==> src/rtl/mips_multicycle_ctrl_fsm_if.sv <==
// ============================================================================
//  Module   : mips_multicycle_ctrl_fsm_if
//  Brief    : Controller <-> datapath signal bundle for the multicycle MIPS core
//  Revision : 1.0  initial release
// ============================================================================
`default_nettype none

interface mips_multicycle_ctrl_fsm_if;
  logic [5:0] opcode;
  logic       mem_ready;
  logic       mem_write;
  logic       ir_write;
  logic       pc_write;
  logic       branch;
  logic       iord;
  logic       reg_dst;
  logic       mem_to_reg;
  logic       reg_write;
  logic       alu_src_a;
  logic [1:0] alu_src_b;
  logic [1:0] alu_op;
  logic [1:0] pc_src;
  logic       illegal_op;
  logic [3:0] state;

  modport master (
    input  opcode, mem_ready,
    output mem_write, ir_write, pc_write, branch, iord, reg_dst, mem_to_reg,
           reg_write, alu_src_a, alu_src_b, alu_op, pc_src, illegal_op, state
  );

  modport slave (
    output opcode, mem_ready,
    input  mem_write, ir_write, pc_write, branch, iord, reg_dst, mem_to_reg,
           reg_write, alu_src_a, alu_src_b, alu_op, pc_src, illegal_op, state
  );
endinterface

`default_nettype wire

==> src/rtl/mips_multicycle_ctrl_fsm.sv <==
// ============================================================================
//  Module   : mips_multicycle_ctrl_fsm
//  Brief    : Main control FSM of the multicycle MIPS datapath (Moore outputs)
//  Revision : 1.0  initial release
// ============================================================================
`default_nettype none

module mips_multicycle_ctrl_fsm #(
  parameter bit WAIT_ON_MEM = 1'b1
) (
  input  logic                          clk,
  input  logic                          rst_n,
  mips_multicycle_ctrl_fsm_if.master    bus
);

  typedef enum logic [3:0] {
    FETCH   = 4'd0,
    DECODE  = 4'd1,
    MEMADR  = 4'd2,
    MEMRD   = 4'd3,
    MEMWB   = 4'd4,
    MEMWR   = 4'd5,
    EXECUTE = 4'd6,
    ALUWB   = 4'd7,
    BRANCH  = 4'd8,
    ADDIEX  = 4'd9,
    IMMWB   = 4'd10,
    JUMP    = 4'd11,
    ANDIEX  = 4'd12
  } state_t;

  localparam logic [5:0] OP_LW    = 6'b100011;
  localparam logic [5:0] OP_SW    = 6'b101011;
  localparam logic [5:0] OP_RTYPE = 6'b000000;
  localparam logic [5:0] OP_BEQ   = 6'b000100;
  localparam logic [5:0] OP_ADDI  = 6'b001000;
  localparam logic [5:0] OP_ANDI  = 6'b001100;
  localparam logic [5:0] OP_J     = 6'b000010;

  state_t state_q;
  state_t state_d;
  logic   ready;

  assign ready     = WAIT_ON_MEM ? bus.mem_ready : 1'b1;
  assign bus.state = state_q;

  always_ff @(posedge clk or negedge rst_n) begin
    if (!rst_n) state_q <= FETCH;
    else        state_q <= state_d;
  end

  always_comb begin
    state_d        = state_q;
    bus.mem_write  = 1'b0;
    bus.ir_write   = 1'b0;
    bus.pc_write   = 1'b0;
    bus.branch     = 1'b0;
    bus.iord       = 1'b0;
    bus.reg_dst    = 1'b0;
    bus.mem_to_reg = 1'b0;
    bus.reg_write  = 1'b0;
    bus.alu_src_a  = 1'b0;
    bus.alu_src_b  = 2'b00;
    bus.alu_op     = 2'b00;
    bus.pc_src     = 2'b00;
    bus.illegal_op = 1'b0;

    case (state_q)
      FETCH: begin
        // PC+4 and IR load only commit once the instruction word is valid
        bus.alu_src_b = 2'b01;
        bus.ir_write  = ready;
        bus.pc_write  = ready;
        state_d       = ready ? DECODE : FETCH;
      end
      DECODE: begin
        // Precompute the branch target while the opcode is decoded
        bus.alu_src_b = 2'b11;
        case (bus.opcode)
          OP_LW, OP_SW: state_d = MEMADR;
          OP_RTYPE:     state_d = EXECUTE;
          OP_BEQ:       state_d = BRANCH;
          OP_ADDI:      state_d = ADDIEX;
          OP_ANDI:      state_d = ANDIEX;
          OP_J:         state_d = JUMP;
          default: begin
            state_d        = FETCH;
            bus.illegal_op = 1'b1;
          end
        endcase
      end
      MEMADR: begin
        bus.alu_src_a = 1'b1;
        bus.alu_src_b = 2'b10;
        state_d       = (bus.opcode == OP_SW) ? MEMWR : MEMRD;
      end
      MEMRD: begin
        bus.iord = 1'b1;
        state_d  = ready ? MEMWB : MEMRD;
      end
      MEMWB: begin
        bus.mem_to_reg = 1'b1;
        bus.reg_write  = 1'b1;
        state_d        = FETCH;
      end
      MEMWR: begin
        bus.iord      = 1'b1;
        bus.mem_write = 1'b1;
        state_d       = ready ? FETCH : MEMWR;
      end
      EXECUTE: begin
        bus.alu_src_a = 1'b1;
        bus.alu_op    = 2'b10;
        state_d       = ALUWB;
      end
      ALUWB: begin
        bus.reg_dst   = 1'b1;
        bus.reg_write = 1'b1;
        state_d       = FETCH;
      end
      BRANCH: begin
        bus.alu_src_a = 1'b1;
        bus.alu_op    = 2'b01;
        bus.pc_src    = 2'b01;
        bus.branch    = 1'b1;
        state_d       = FETCH;
      end
      ADDIEX: begin
        bus.alu_src_a = 1'b1;
        bus.alu_src_b = 2'b10;
        state_d       = IMMWB;
      end
      ANDIEX: begin
        bus.alu_src_a = 1'b1;
        bus.alu_src_b = 2'b10;
        bus.alu_op    = 2'b11;
        state_d       = IMMWB;
      end
      IMMWB: begin
        bus.reg_write = 1'b1;
        state_d       = FETCH;
      end
      JUMP: begin
        bus.pc_src   = 2'b10;
        bus.pc_write = 1'b1;
        state_d      = FETCH;
      end
      default: state_d = FETCH;
    endcase
  end

endmodule

`default_nettype wire

==> src/flat_wrapper.sv <==
// flat-port wrapper written by rule: the top's interface ports become plain ports
module mips_multicycle_ctrl_fsm_flat 
#(
  parameter bit WAIT_ON_MEM = 1'b1
)
  (clk, rst_n, bus_opcode, bus_mem_ready, bus_mem_write, bus_ir_write, bus_pc_write, bus_branch, bus_iord, bus_reg_dst, bus_mem_to_reg, bus_reg_write, bus_alu_src_a, bus_alu_src_b, bus_alu_op, bus_pc_src, bus_illegal_op, bus_state);
  mips_multicycle_ctrl_fsm_if bus_i ();
  input  logic clk;
  input  logic rst_n;
  input wire logic [$bits(bus_i.opcode)-1:0] bus_opcode;
  input wire logic [$bits(bus_i.mem_ready)-1:0] bus_mem_ready;
  output wire logic [$bits(bus_i.mem_write)-1:0] bus_mem_write;
  output wire logic [$bits(bus_i.ir_write)-1:0] bus_ir_write;
  output wire logic [$bits(bus_i.pc_write)-1:0] bus_pc_write;
  output wire logic [$bits(bus_i.branch)-1:0] bus_branch;
  output wire logic [$bits(bus_i.iord)-1:0] bus_iord;
  output wire logic [$bits(bus_i.reg_dst)-1:0] bus_reg_dst;
  output wire logic [$bits(bus_i.mem_to_reg)-1:0] bus_mem_to_reg;
  output wire logic [$bits(bus_i.reg_write)-1:0] bus_reg_write;
  output wire logic [$bits(bus_i.alu_src_a)-1:0] bus_alu_src_a;
  output wire logic [$bits(bus_i.alu_src_b)-1:0] bus_alu_src_b;
  output wire logic [$bits(bus_i.alu_op)-1:0] bus_alu_op;
  output wire logic [$bits(bus_i.pc_src)-1:0] bus_pc_src;
  output wire logic [$bits(bus_i.illegal_op)-1:0] bus_illegal_op;
  output wire logic [$bits(bus_i.state)-1:0] bus_state;
  assign bus_i.opcode = bus_opcode;
  assign bus_i.mem_ready = bus_mem_ready;
  assign bus_mem_write = bus_i.mem_write;
  assign bus_ir_write = bus_i.ir_write;
  assign bus_pc_write = bus_i.pc_write;
  assign bus_branch = bus_i.branch;
  assign bus_iord = bus_i.iord;
  assign bus_reg_dst = bus_i.reg_dst;
  assign bus_mem_to_reg = bus_i.mem_to_reg;
  assign bus_reg_write = bus_i.reg_write;
  assign bus_alu_src_a = bus_i.alu_src_a;
  assign bus_alu_src_b = bus_i.alu_src_b;
  assign bus_alu_op = bus_i.alu_op;
  assign bus_pc_src = bus_i.pc_src;
  assign bus_illegal_op = bus_i.illegal_op;
  assign bus_state = bus_i.state;
  mips_multicycle_ctrl_fsm #(.WAIT_ON_MEM(WAIT_ON_MEM)) u_core (.clk(clk), .rst_n(rst_n), .bus(bus_i));
endmodule
==> config.mk <==
export PLATFORM = sky130hd
export DESIGN_NAME = mips_multicycle_ctrl_fsm_flat
export DESIGN_NICKNAME = d
export VERILOG_FILES = /design/src/rtl/mips_multicycle_ctrl_fsm_if.sv /design/src/rtl/mips_multicycle_ctrl_fsm.sv /design/src/flat_wrapper.sv
export SDC_FILE = /design/constraint.sdc
export NUM_CORES = 1
export LEC_CHECK = 0
export BUFFER_PORTS_ARGS = -buffer_cell sky130_fd_sc_hd__buf_4
export CAP_MARGIN = 5
export CORE_MARGIN = 3
export CORE_UTILIZATION = 41
export CTS_CLUSTER_SIZE = 24
export DETAILED_ROUTE_END_ITERATION = 10
export HOLD_SLACK_MARGIN = 0.03
export MAX_ROUTING_LAYER = met4
export PLACE_DENSITY = 0.83
export SLEW_MARGIN = 20
export SYNTH_ARGS = -nofsm -noshare
export SYNTH_HDL_FRONTEND = slang
export SYNTH_SLANG_ARGS = --single-unit
==> constraint.sdc <==
create_clock -name clk -period 1 [get_ports clk]
set_input_delay 0.1 -clock clk [delete_from_list [all_inputs] [get_ports clk]]
set_output_delay 0.1 -clock clk [all_outputs]
set_load 0.01 [all_outputs]
==> run_results.csv, run 1 <==
group,metric,value,unit
floorplan,die_x,46.1,um
cts,numCtsBuffers,3,
cts,root_buffer,"clkbuf_4",
global_routing,grt_max_degree,16,
cts,ctsHtreeMaxLevel,1,
synthesis,synthTopCellsByArea,"dfrtp_1, buf_6, nor3_1",
outcome,error,"[ERROR DPL-0038] Utilization greater than 100%, impossible to legalize",
floorplan,io_pins,29,
floorplan,start_util,47.1,%
synthesis,syn_nets,89,
synthesis,synth-edff-count,0,
synthesis,yosys.area.top_type,"dfrtp_1",
place,gp_congestion,0.903,
synthesis,synthArstFlopShare,100,%
synthesis,netlist_area,659,um2
outcome,status,"stopped before the end",
cts,clock-sinks,4,
cts,cts_buffer_depth,2,
synthesis,synth.distinct_cells,38,
outcome,haltStage,"5_1_grt",
timing,worstEpCategory,"top-level output",
synthesis,synth_seq_area_share,15.2,%
floorplan,placementRows,13,
timing,crit_endpoint,"bus_illegal_op",
floorplan,die_h,46.1,um
synthesis,yosysMostFrequentCell,"nand2_1",
place,hpwl,1.44,mm
place,place_area,1050,um2
synthesis,synthTopCellsByCount,"nand2_1, buf_6, nor2_1, nor3_1",
synthesis,synth_top_area_share,15.2,%
place,io_buffers,28,
synthesis,synth_warnings,0,
synthesis,syn_area_per_cell,8.24,um2
synthesis,postSynthCellCount,80,
synthesis,synth-seq-cells,4,
synthesis,synth_flop_cell,"dfrtp_1",
[repair_timing]
action / in CTS
endpoints found under the setup margin: 24
pin swaps: 7
hold buffers: 1
setup buffers: 7
hold endpoints to repair: 4
resized for setup: 21
[stage by stage]
step / cells / worst slack [ps]
CTS: 144 / -529
detailed placement: 132 / -295
global placement: 132 / -296
floorplan: 80 / -200
[cells by family after synthesis]
group | share of synthesized area (%)
compound gates | 18.6
mux | 1.52
simple gates | 46.5
buf+inv | 12.9
flops | 15.2
xor+xnor | 5.31
==> inputs of run 2 (changes only) <==
CORE_AREA = 3 3 64 66   (was default)
CORE_MARGIN = default   (was 3)
CORE_UTILIZATION = default   (was 41)
CTS_CLUSTER_SIZE = default   (was 24)
DIE_AREA = 0 0 67 69   (was default)
HOLD_SLACK_MARGIN = default   (was 0.03)
MAX_ROUTING_LAYER = default   (was met4)
PLACE_DENSITY = default   (was 0.83)
PLACE_DENSITY_LB_ADDON = 0.15   (was default)
clock period = 1.3 ns   (was 1 ns; I/O delays follow)
==> run_results.csv, run 2 <==
group,metric,value,unit
global_routing,overflow,0,
setup_path,path_cells,"buf_6 -> nor4b_4 -> and3_1 -> buf_6",
synthesis,synthXorXnorAreaFrac,5.31,%
cts,tritoncts,"yes",
floorplan,die_x,67,um
synthesis,synth_warnings,0,
outcome,status,"complete, but fails checks",
timing,period_minus_slack,1520,ps
floorplan,io_pins,29,
hold_path,whs_path_depth,4,
cells_and_area,drive_gt1_share,70.0,%
setup_path,worstRegToRegCells,5,
timing,fin_skew,3.09,ps
place,dpl_worst_slack,-77.4,ps
synthesis,synth_top_area_share,15.2,%
global_routing,met3_usage,0.651,%
place,place_area,1000,um2
synthesis,yosys.area.top_type,"dfrtp_1",
setup_path,start_kind,"flip-flop",
routing,first_pass_iters,2,
synthesis,yosys.area_share.simple,46.5,%
outcome,violations,"negative setup slack",
cells_and_area,fin_util,37.4,%
cts,cts_buffer_depth,2,
job,max_cap_violations,0,
routing,detail-route-antenna-nets,0,
cts,clk_latency,220,ps
setup_path,crit_type,"flip-flop to output pin",
timing,setup_viol,16,
cells_and_area,final_cell_mix,"buf_4, buf_6, nor2_1, nand2_1",
setup_path,max_stage_delay,440,ps
synthesis,synth-compound-area-share,18.6,%
synthesis,netlist_area,659,um2
synthesis,synth_top_family_by_area,"simple AND/OR/NAND/NOR gates",
cts,clock-sinks,4,
power_and_ir_drop,ir_drop,786,uV
place,gp_congestion,0.715,
timing,fmax,658,MHz
setup_path,worst_path_most_repeated_cell,"buf_6",
cts,numCtsBuffers,3,
hold_path,hold_path_class,"input pin to flip-flop",
cts,ctsHtreeMaxLevel,1,
setup_path,critPathRequiredTime,1170,ps
synthesis,synth.distinct_cells,38,
setup_path,crit_path_max_fanout,7,
global_routing,grt_pass1_wl,3.39,mm
power_and_ir_drop,powerDensity,1680,nW/um2
setup_path,crit_arrival,1390,ps
place,placedCellCount,164,
synthesis,yosysMostFrequentCell,"nand2_1",
place,hpwl,1.50,mm
synthesis,synthTopCellsByArea,"dfrtp_1, buf_6, nor3_1",
setup_path,critPathSlowestCell,"dfrtp_2",
timing,min_period_over_period,117,%
cts,clk_pin_slew,30,ps
setup_path,cp-end-kind,"output pin",
synthesis,syn_nets,89,
setup_path,critical_path_depth,4,
floorplan,fp.dieArea,4620,um2
cells_and_area,fin_nets,141,
synthesis,synth_fa_ha_area_share,0,%
global_routing,grt_usage,9.03,%
synthesis,synthMuxAreaShare,1.52,%
routing,dr_total_vias,776,
cells_and_area,largest_reg_flops,4,
cells_and_area,areaGrowthSynthToFinish,106,%
power_and_ir_drop,power,2290,uW
timing,rsz0062_at_grt,"yes",
routing,drt_iter0_drc,14,
place,io_buffers,28,
power_and_ir_drop,leakage,0.000573,uW
routing,wl_per_cell,11.4,um
synthesis,synth-edff-count,0,
timing,worstMarginPinSlew,243,ps
cells_and_area,final_common_cell,"buf_4",
global_routing,grt_max_degree,14,
global_routing,grt_use_met1,12.2,%
synthesis,postSynthCellCount,80,
routing,vias_per_cell,4.36,
floorplan,start_util,18.1,%
timing,drv_slew,0,
synthesis,syn_area_per_cell,8.24,um2
floorplan,core_area,3630,um2
setup_path,critPathBufInv,2,
cells_and_area,final_area,1360,um2
global_routing,first_global_vias,742,
global_routing,grt_use_met2,14.3,%
floorplan,die_h,69,um
global_routing,busiest_layer,"met2",
timing,fin_ws,-220,ps
synthesis,synth-seq-cells,4,
timing,slew_headroom,83.7,%
setup_path,critical_path.top_delay_family,"simple AND/OR/NAND/NOR gates",
floorplan,placementRows,22,
cts,root_buffer,"clkbuf_8",
cells_and_area,stdcell_count,178,
routing,drc,0,
cells_and_area,antenna_cells,0,
synthesis,synth_seq_area_share,15.2,%
timing,final_hold_viol_count,0,
synthesis,synthArstFlopShare,100,%
routing,wl,2.03,mm
global_routing,antenna_found_initial,0,
synthesis,synthTopCellsByCount,"nand2_1, buf_6, nor2_1, nor3_1",
synthesis,synth_flop_cell,"dfrtp_1",
run 2: power breakdown:
part | internal, uW | switching, uW | total [uW] | leakage [uW]
logic | 1060 | 735 | 1790 | 0.000503
registers | 165 | 73.6 | 239 | 0.0000487
clock network | 197 | 60.4 | 257 | 0.0000216
run 2: final timing paths:
check / slack, ps / from / endpoint
max: -220 / u_core.bus.state[3]$_DFF_PN0_ / bus_illegal_op
min: 230 / bus_opcode[4] / u_core.bus.state[0]$_DFF_PN0_
max reg2reg: -110 / u_core.bus.state[0]$_DFF_PN0_ / u_core.bus.state[0]$_DFF_PN0_
min reg2reg: 740 / u_core.bus.state[2]$_DFF_PN0_ / u_core.bus.state[3]$_DFF_PN0_
max in group asynchronous: 940 / rst_n / u_core.bus.state[3]$_DFF_PN0_
min in group asynchronous: 250 / rst_n / u_core.bus.state[2]$_DFF_PN0_
run 2: stage by stage:
stage	hold slack (ps)	setup TNS (ps)
floorplan	-166	0
finish	233	-1840
CTS	224	-2500
detailed placement	-73.1	-266
global placement	-72.9	-335
global route	245	-3010
run 2: repair_timing:
item / in CTS / in global routing
setup buffers: 6 / 4
hold buffers: 1 / 0
endpoints found under the setup margin: 18 / 19
hold endpoints to repair: 4 / 0
resized for setup: 31 / 22
pin swaps: 11 / 8
run 2: final cells by class:
class / count / area, um2
fill: 385 / 2280
timing repair buffer: 56 / 519
sequential: 4 / 104
tap: 48 / 60.1
multi-input combinational: 67 / 633
clock buffer: 3 / 41.3
run 2: worst reg2reg max path: stages (launching register included):
cell and delay [ps]:
dfrtp_2 470, buf_6 140, buf_4 130, and4bb_1 230
a221oi_2 200, a21oi_1 100
run 2: cells by family (layout without fill, tap and decap cells):
kind of cell,after synthesis,in the layout
AND/OR/NAND/NOR,47,47
AO/OA/AOI/OAI,15,15
buffers and inverters,9,59
XOR/XNOR,4,4
flip-flops,4,4
multiplexers,1,1
run 2: metal layers:
| layer | routed length (um) | vias to the layer above | share of wire, % |
|---|---|---|---|
| li1 | - | 390 | - |
| met1 | 946 | 361 | 47 |
| met2 | 978 | 23 | 48 |
| met3 | 86 | 2 | 4.2 |
| met4 | 17 | 0 | 0.84 |
| met5 | 0 | - | 0 |
No activity file was read; power rests on OpenSTA's default activity.
==> inputs of run 3 (changes only) <==
CTS_BUF_LIST = sky130_fd_sc_hd__clkbuf_2   (was default)
==> run_results.csv, run 3 (synthesis results as in run 2) <==
group,metric,value,unit
hold_path,whs_path_depth,4,
place,io_buffers,28,
timing,fin_ws,-207,ps
cells_and_area,fin_nets,141,
hold_path,hold_path_class,"input pin to flip-flop",
timing,setup_viol,17,
timing,min_period_over_period,116,%
cells_and_area,fin_util,37.1,%
setup_path,start_kind,"flip-flop",
setup_path,critPathSlowestCell,"dfrtp_2",
cts,clk_pin_slew,40,ps
power_and_ir_drop,ir_drop,668,uV
setup_path,crit_path_max_fanout,6,
timing,period_minus_slack,1510,ps
cells_and_area,final_common_cell,"buf_4",
routing,first_pass_iters,2,
power_and_ir_drop,leakage,0.000582,uW
setup_path,critical_path.top_delay_family,"simple AND/OR/NAND/NOR gates",
routing,drc,0,
place,gp_congestion,0.715,
setup_path,cp-end-kind,"output pin",
cts,clk_latency,210,ps
routing,dr_total_vias,785,
timing,drv_slew,0,
place,hpwl,1.50,mm
global_routing,overflow,0,
cts,root_buffer,"clkbuf_2",
routing,vias_per_cell,4.41,
timing,fmax,664,MHz
global_routing,first_global_vias,778,
floorplan,io_pins,29,
timing,final_hold_viol_count,0,
global_routing,grt_max_degree,14,
cts,ctsHtreeMaxLevel,1,
cells_and_area,largest_reg_flops,4,
floorplan,die_x,67,um
cells_and_area,antenna_cells,0,
cts,clock-sinks,4,
global_routing,antenna_found_initial,0,
setup_path,crit_arrival,1380,ps
routing,drt_iter0_drc,10,
outcome,status,"complete, but fails checks",
place,placedCellCount,164,
global_routing,grt_pass1_wl,3.51,mm
cts,numCtsBuffers,3,
setup_path,worst_path_most_repeated_cell,"buf_6",
floorplan,fp.dieArea,4620,um2
power_and_ir_drop,power,2170,uW
floorplan,placementRows,22,
floorplan,die_h,69,um
timing,worstMarginPinSlew,243,ps
global_routing,grt_usage,9.32,%
timing,slew_headroom,83.7,%
cells_and_area,final_cell_mix,"buf_4, buf_6, nor2_1, nand2_1",
setup_path,critPathBufInv,2,
floorplan,core_area,3630,um2
setup_path,critical_path_depth,4,
job,max_cap_violations,0,
timing,fin_skew,3.88,ps
cts,tritoncts,"yes",
setup_path,path_cells,"buf_6 -> nor4b_4 -> and3_1 -> buf_6",
setup_path,max_stage_delay,440,ps
setup_path,worstRegToRegCells,6,
cts,cts_buffer_depth,2,
power_and_ir_drop,powerDensity,1610,nW/um2
timing,rsz0062_at_grt,"yes",
routing,wl,2.05,mm
setup_path,crit_type,"flip-flop to output pin",
routing,wl_per_cell,11.5,um
cells_and_area,stdcell_count,178,
cells_and_area,drive_gt1_share,68.5,%
cells_and_area,areaGrowthSynthToFinish,104,%
routing,detail-route-antenna-nets,0,
floorplan,start_util,18.1,%
setup_path,critPathRequiredTime,1170,ps
outcome,violations,"negative setup slack",
run 3: power breakdown:
| part | switching (uW) | internal, uW | leakage, uW | total, uW |
|---|---|---|---|---|
| sequential | 74.0 | 163 | 0.0000503 | 237 |
| combinational | 753 | 1070 | 0.000519 | 1820 |
| clock | 49.0 | 62.0 | 0.0000125 | 111 |
| total | 876 | 1290 | 0.000582 | 2170 |
run 3: worst paths after layout:
kind,slack [ps],end,start
max,-210,bus_illegal_op,u_core.bus.state[3]$_DFF_PN0_
min,240,u_core.bus.state[0]$_DFF_PN0_,bus_opcode[4]
max reg2reg,-100,u_core.bus.state[2]$_DFF_PN0_,u_core.bus.state[1]$_DFF_PN0_
min reg2reg,740,u_core.bus.state[0]$_DFF_PN0_,u_core.bus.state[3]$_DFF_PN0_
max in group asynchronous,930,u_core.bus.state[3]$_DFF_PN0_,rst_n
min in group asynchronous,250,u_core.bus.state[2]$_DFF_PN0_,rst_n
run 3: worst min-delay path, stage by stage:
cell and delay [ps]:
buf_4 90, nor2_1 40, nand4_1 80, a21oi_1 70
run 3: metrics by stage:
| stage | setup WS (ps) | cell area [um2] | TNS [ps] | hold WS (ps) |
|---|---|---|---|---|
| after floorplan | 18.1 | 664 | 0 | -166 |
| after global routing | -280 | 1350 | -3300 | 240 |
| after CTS | -240 | 1250 | -2430 | 225 |
| after detailed placement | -77.4 | 1000 | -266 | -73.1 |
| final | -207 | 1350 | -1910 | 239 |
| after global placement | -93.4 | 1000 | -335 | -72.9 |
run 3: what timing repair did:
| item | in CTS | in global routing |
|---|---|---|
| buffers inserted | 8 | 2 |
| hold endpoints to repair | 4 | 0 |
| hold buffers | 1 | 0 |
| setup endpoints to repair | 18 | 19 |
| gates resized for setup | 41 | 13 |
| pin swaps | 13 | 9 |
run 3: cell type report:
class                      count  area [um2]
fill                         392        2290
multi-input combinational     67         646
timing repair buffer          56         524
sequential                     4         103
tap                           48        60.1
clock buffer                   3        15.0
run 3: metal layers:
metal	part of all wire [%]	GRT usage, %
met5	0	0
met4	1.4	4.05
met2	49	15.3
met3	4.7	0.651
met1	45	12.2
==> inputs of run 4 (changes only) <==
SETUP_SLACK_MARGIN = 0.5   (was default)
==> run_results.csv, run 4 (synthesis results as in run 2) <==
group,metric,value,unit
outcome,status,"complete, but fails checks",
outcome,violations,"negative setup slack",
routing,drc,0,
floorplan,core_area,3630,um2
setup_path,worst_path_most_repeated_cell,"buf_6",
floorplan,die_h,69,um
cells_and_area,final_common_cell,"buf_4",
cells_and_area,fin_nets,146,
global_routing,antenna_found_initial,0,
place,hpwl,1.63,mm
setup_path,critPathBufInv,3,
cts,tritoncts,"yes",
global_routing,grt_use_met1,13.4,%
timing,fin_skew,21.3,ps
power_and_ir_drop,leakage,0.000604,uW
setup_path,path_cells,"buf_6 -> buf_12 -> nand2b_4 -> mux2i_1 -> a21o_1 -> buf_6",
cells_and_area,drive_gt1_share,73.5,%
place,gp_congestion,0.668,
hold_path,hold_path_class,"input pin to flip-flop",
timing,setup_tns,-2580,ps
cts,ctsHtreeMaxLevel,1,
job,max_cap_violations,0,
global_routing,grt_pass1_wl,3.88,mm
cells_and_area,antenna_cells,0,
cells_and_area,fill_cells,377,
setup_path,start_kind,"flip-flop",
hold_path,whs_path_depth,4,
global_routing,grt_use_met2,17.7,%
global_routing,met3_usage,0.163,%
setup_path,critical_path.top_delay_family,"flip-flops",
floorplan,placementRows,22,
floorplan,fp.dieArea,4620,um2
routing,first_pass_iters,4,
cts,cts_buffer_depth,2,
cells_and_area,areaGrowthSynthToFinish,118,%
global_routing,first_global_vias,833,
place,io_buffers,28,
setup_path,critPathSlowestCell,"dfrtp_2",
floorplan,die_x,67,um
routing,wl_per_cell,11.9,um
timing,final_hold_viol_count,0,
setup_path,worstRegToRegCells,6,
cts,numCtsBuffers,3,
cells_and_area,final_cell_mix,"buf_4, buf_6, nand2_1, clkbuf_2, buf_12",
routing,vias_per_cell,4.39,
setup_path,max_stage_delay,460,ps
cells_and_area,largest_reg_flops,4,
global_routing,grt_max_degree,11,
routing,detail-route-antenna-nets,0,
setup_path,cp-end-kind,"output pin",
timing,fin_ws,-213,ps
timing,min_period_over_period,116,%
cts,root_buffer,"clkbuf_2",
cts,clk_pin_slew,60,ps
setup_path,critical_path_depth,6,
global_routing,busiest_layer,"met2",
setup_path,crit_path_max_fanout,5,
power_and_ir_drop,powerDensity,1580,nW/um2
floorplan,io_pins,29,
timing,setup_viol,19,
cts,clk_latency,220,ps
floorplan,start_util,18.1,%
cts,clock-sinks,4,
routing,wl,2.18,mm
power_and_ir_drop,power,2280,uW
global_routing,grt_usage,10.3,%
setup_path,critPathRequiredTime,1170,ps
setup_path,crit_arrival,1380,ps
global_routing,overflow,0,
timing,period_minus_slack,1510,ps
timing,rsz0062_at_grt,"yes",
timing,worstMarginPinSlew,330,ps
setup_path,crit_type,"flip-flop to output pin",
timing,drv_slew,0,
power_and_ir_drop,ir_drop,498,uV
timing,hold_slack,200,ps
routing,dr_total_vias,807,
timing,slew_headroom,77.8,%
timing,fmax,661,MHz
routing,drt_iter0_drc,11,
-- run 4: changes by cell type in the layout (fill, tap and decap cells not counted), sizes merged --
| cell | before | now |
|---|---|---|
| clkbuf | 3 | 4 |
| buf | 55 | 60 |
-- run 4: layer usage --
metal	wire length, um	up-vias
met3	95	2
li1	-	404
met2	1200	27
met5	0	-
met4	20	0
met1	867	374
-- run 4: worst paths after layout --
kind / from / slack [ps] / end
worst max-delay path: u_core.bus.state[2]$_DFF_PN0_ / -210 / bus_reg_write
worst min-delay path: bus_opcode[4] / 200 / u_core.bus.state[0]$_DFF_PN0_
worst max register to register: u_core.bus.state[2]$_DFF_PN0_ / -170 / u_core.bus.state[2]$_DFF_PN0_
worst min register to register: u_core.bus.state[3]$_DFF_PN0_ / 690 / u_core.bus.state[0]$_DFF_PN0_
max in group asynchronous: rst_n / 920 / u_core.bus.state[1]$_DFF_PN0_
min in group asynchronous: rst_n / 240 / u_core.bus.state[2]$_DFF_PN0_
-- run 4: area by class of cell --
cell class	count	area [um2]	area share (%)
Multi-Input combinational cell	67	644	44.7
Timing Repair Buffer	61	612	42.5
Sequential cell	4	104	7.21
Tap cell	48	60.1	4.17
Clock buffer	4	20.0	1.39
-- run 4: tightest hold or removal path, stage by stage --
cell and delay (ps):
buf_4 90, nor2_1 40, nand4_1 70, a21oi_1 60
-- run 4: through the flow --
step	setup slack [ps]	instance area, um2	utilization [%]	cells
CTS	-227	1390	38.3	183
finish	-213	1440	39.6	184
detailed placement	-80.7	1100	30.3	165
floorplan	75.6	752	-	80
global placement	-54.6	1100	30.3	165
global route	-297	1440	39.6	184
-- run 4: what timing repair did --
action,4_1_cts,5_1_grt
setup endpoints to repair,24,24
pin swaps,15,9
buffers inserted,13,1
hold endpoints to repair,4,0
hold buffers,1,0
resized for setup,37,10
-- run 4: where the power goes --
part / leakage (uW) / internal [uW] / total (uW) / switching (uW)
sequential: 0.0000489 / 166 / 258 / 91.9
clock: 0.0000166 / 81.1 / 138 / 57.1
combinational: 0.000539 / 1120 / 1880 / 759
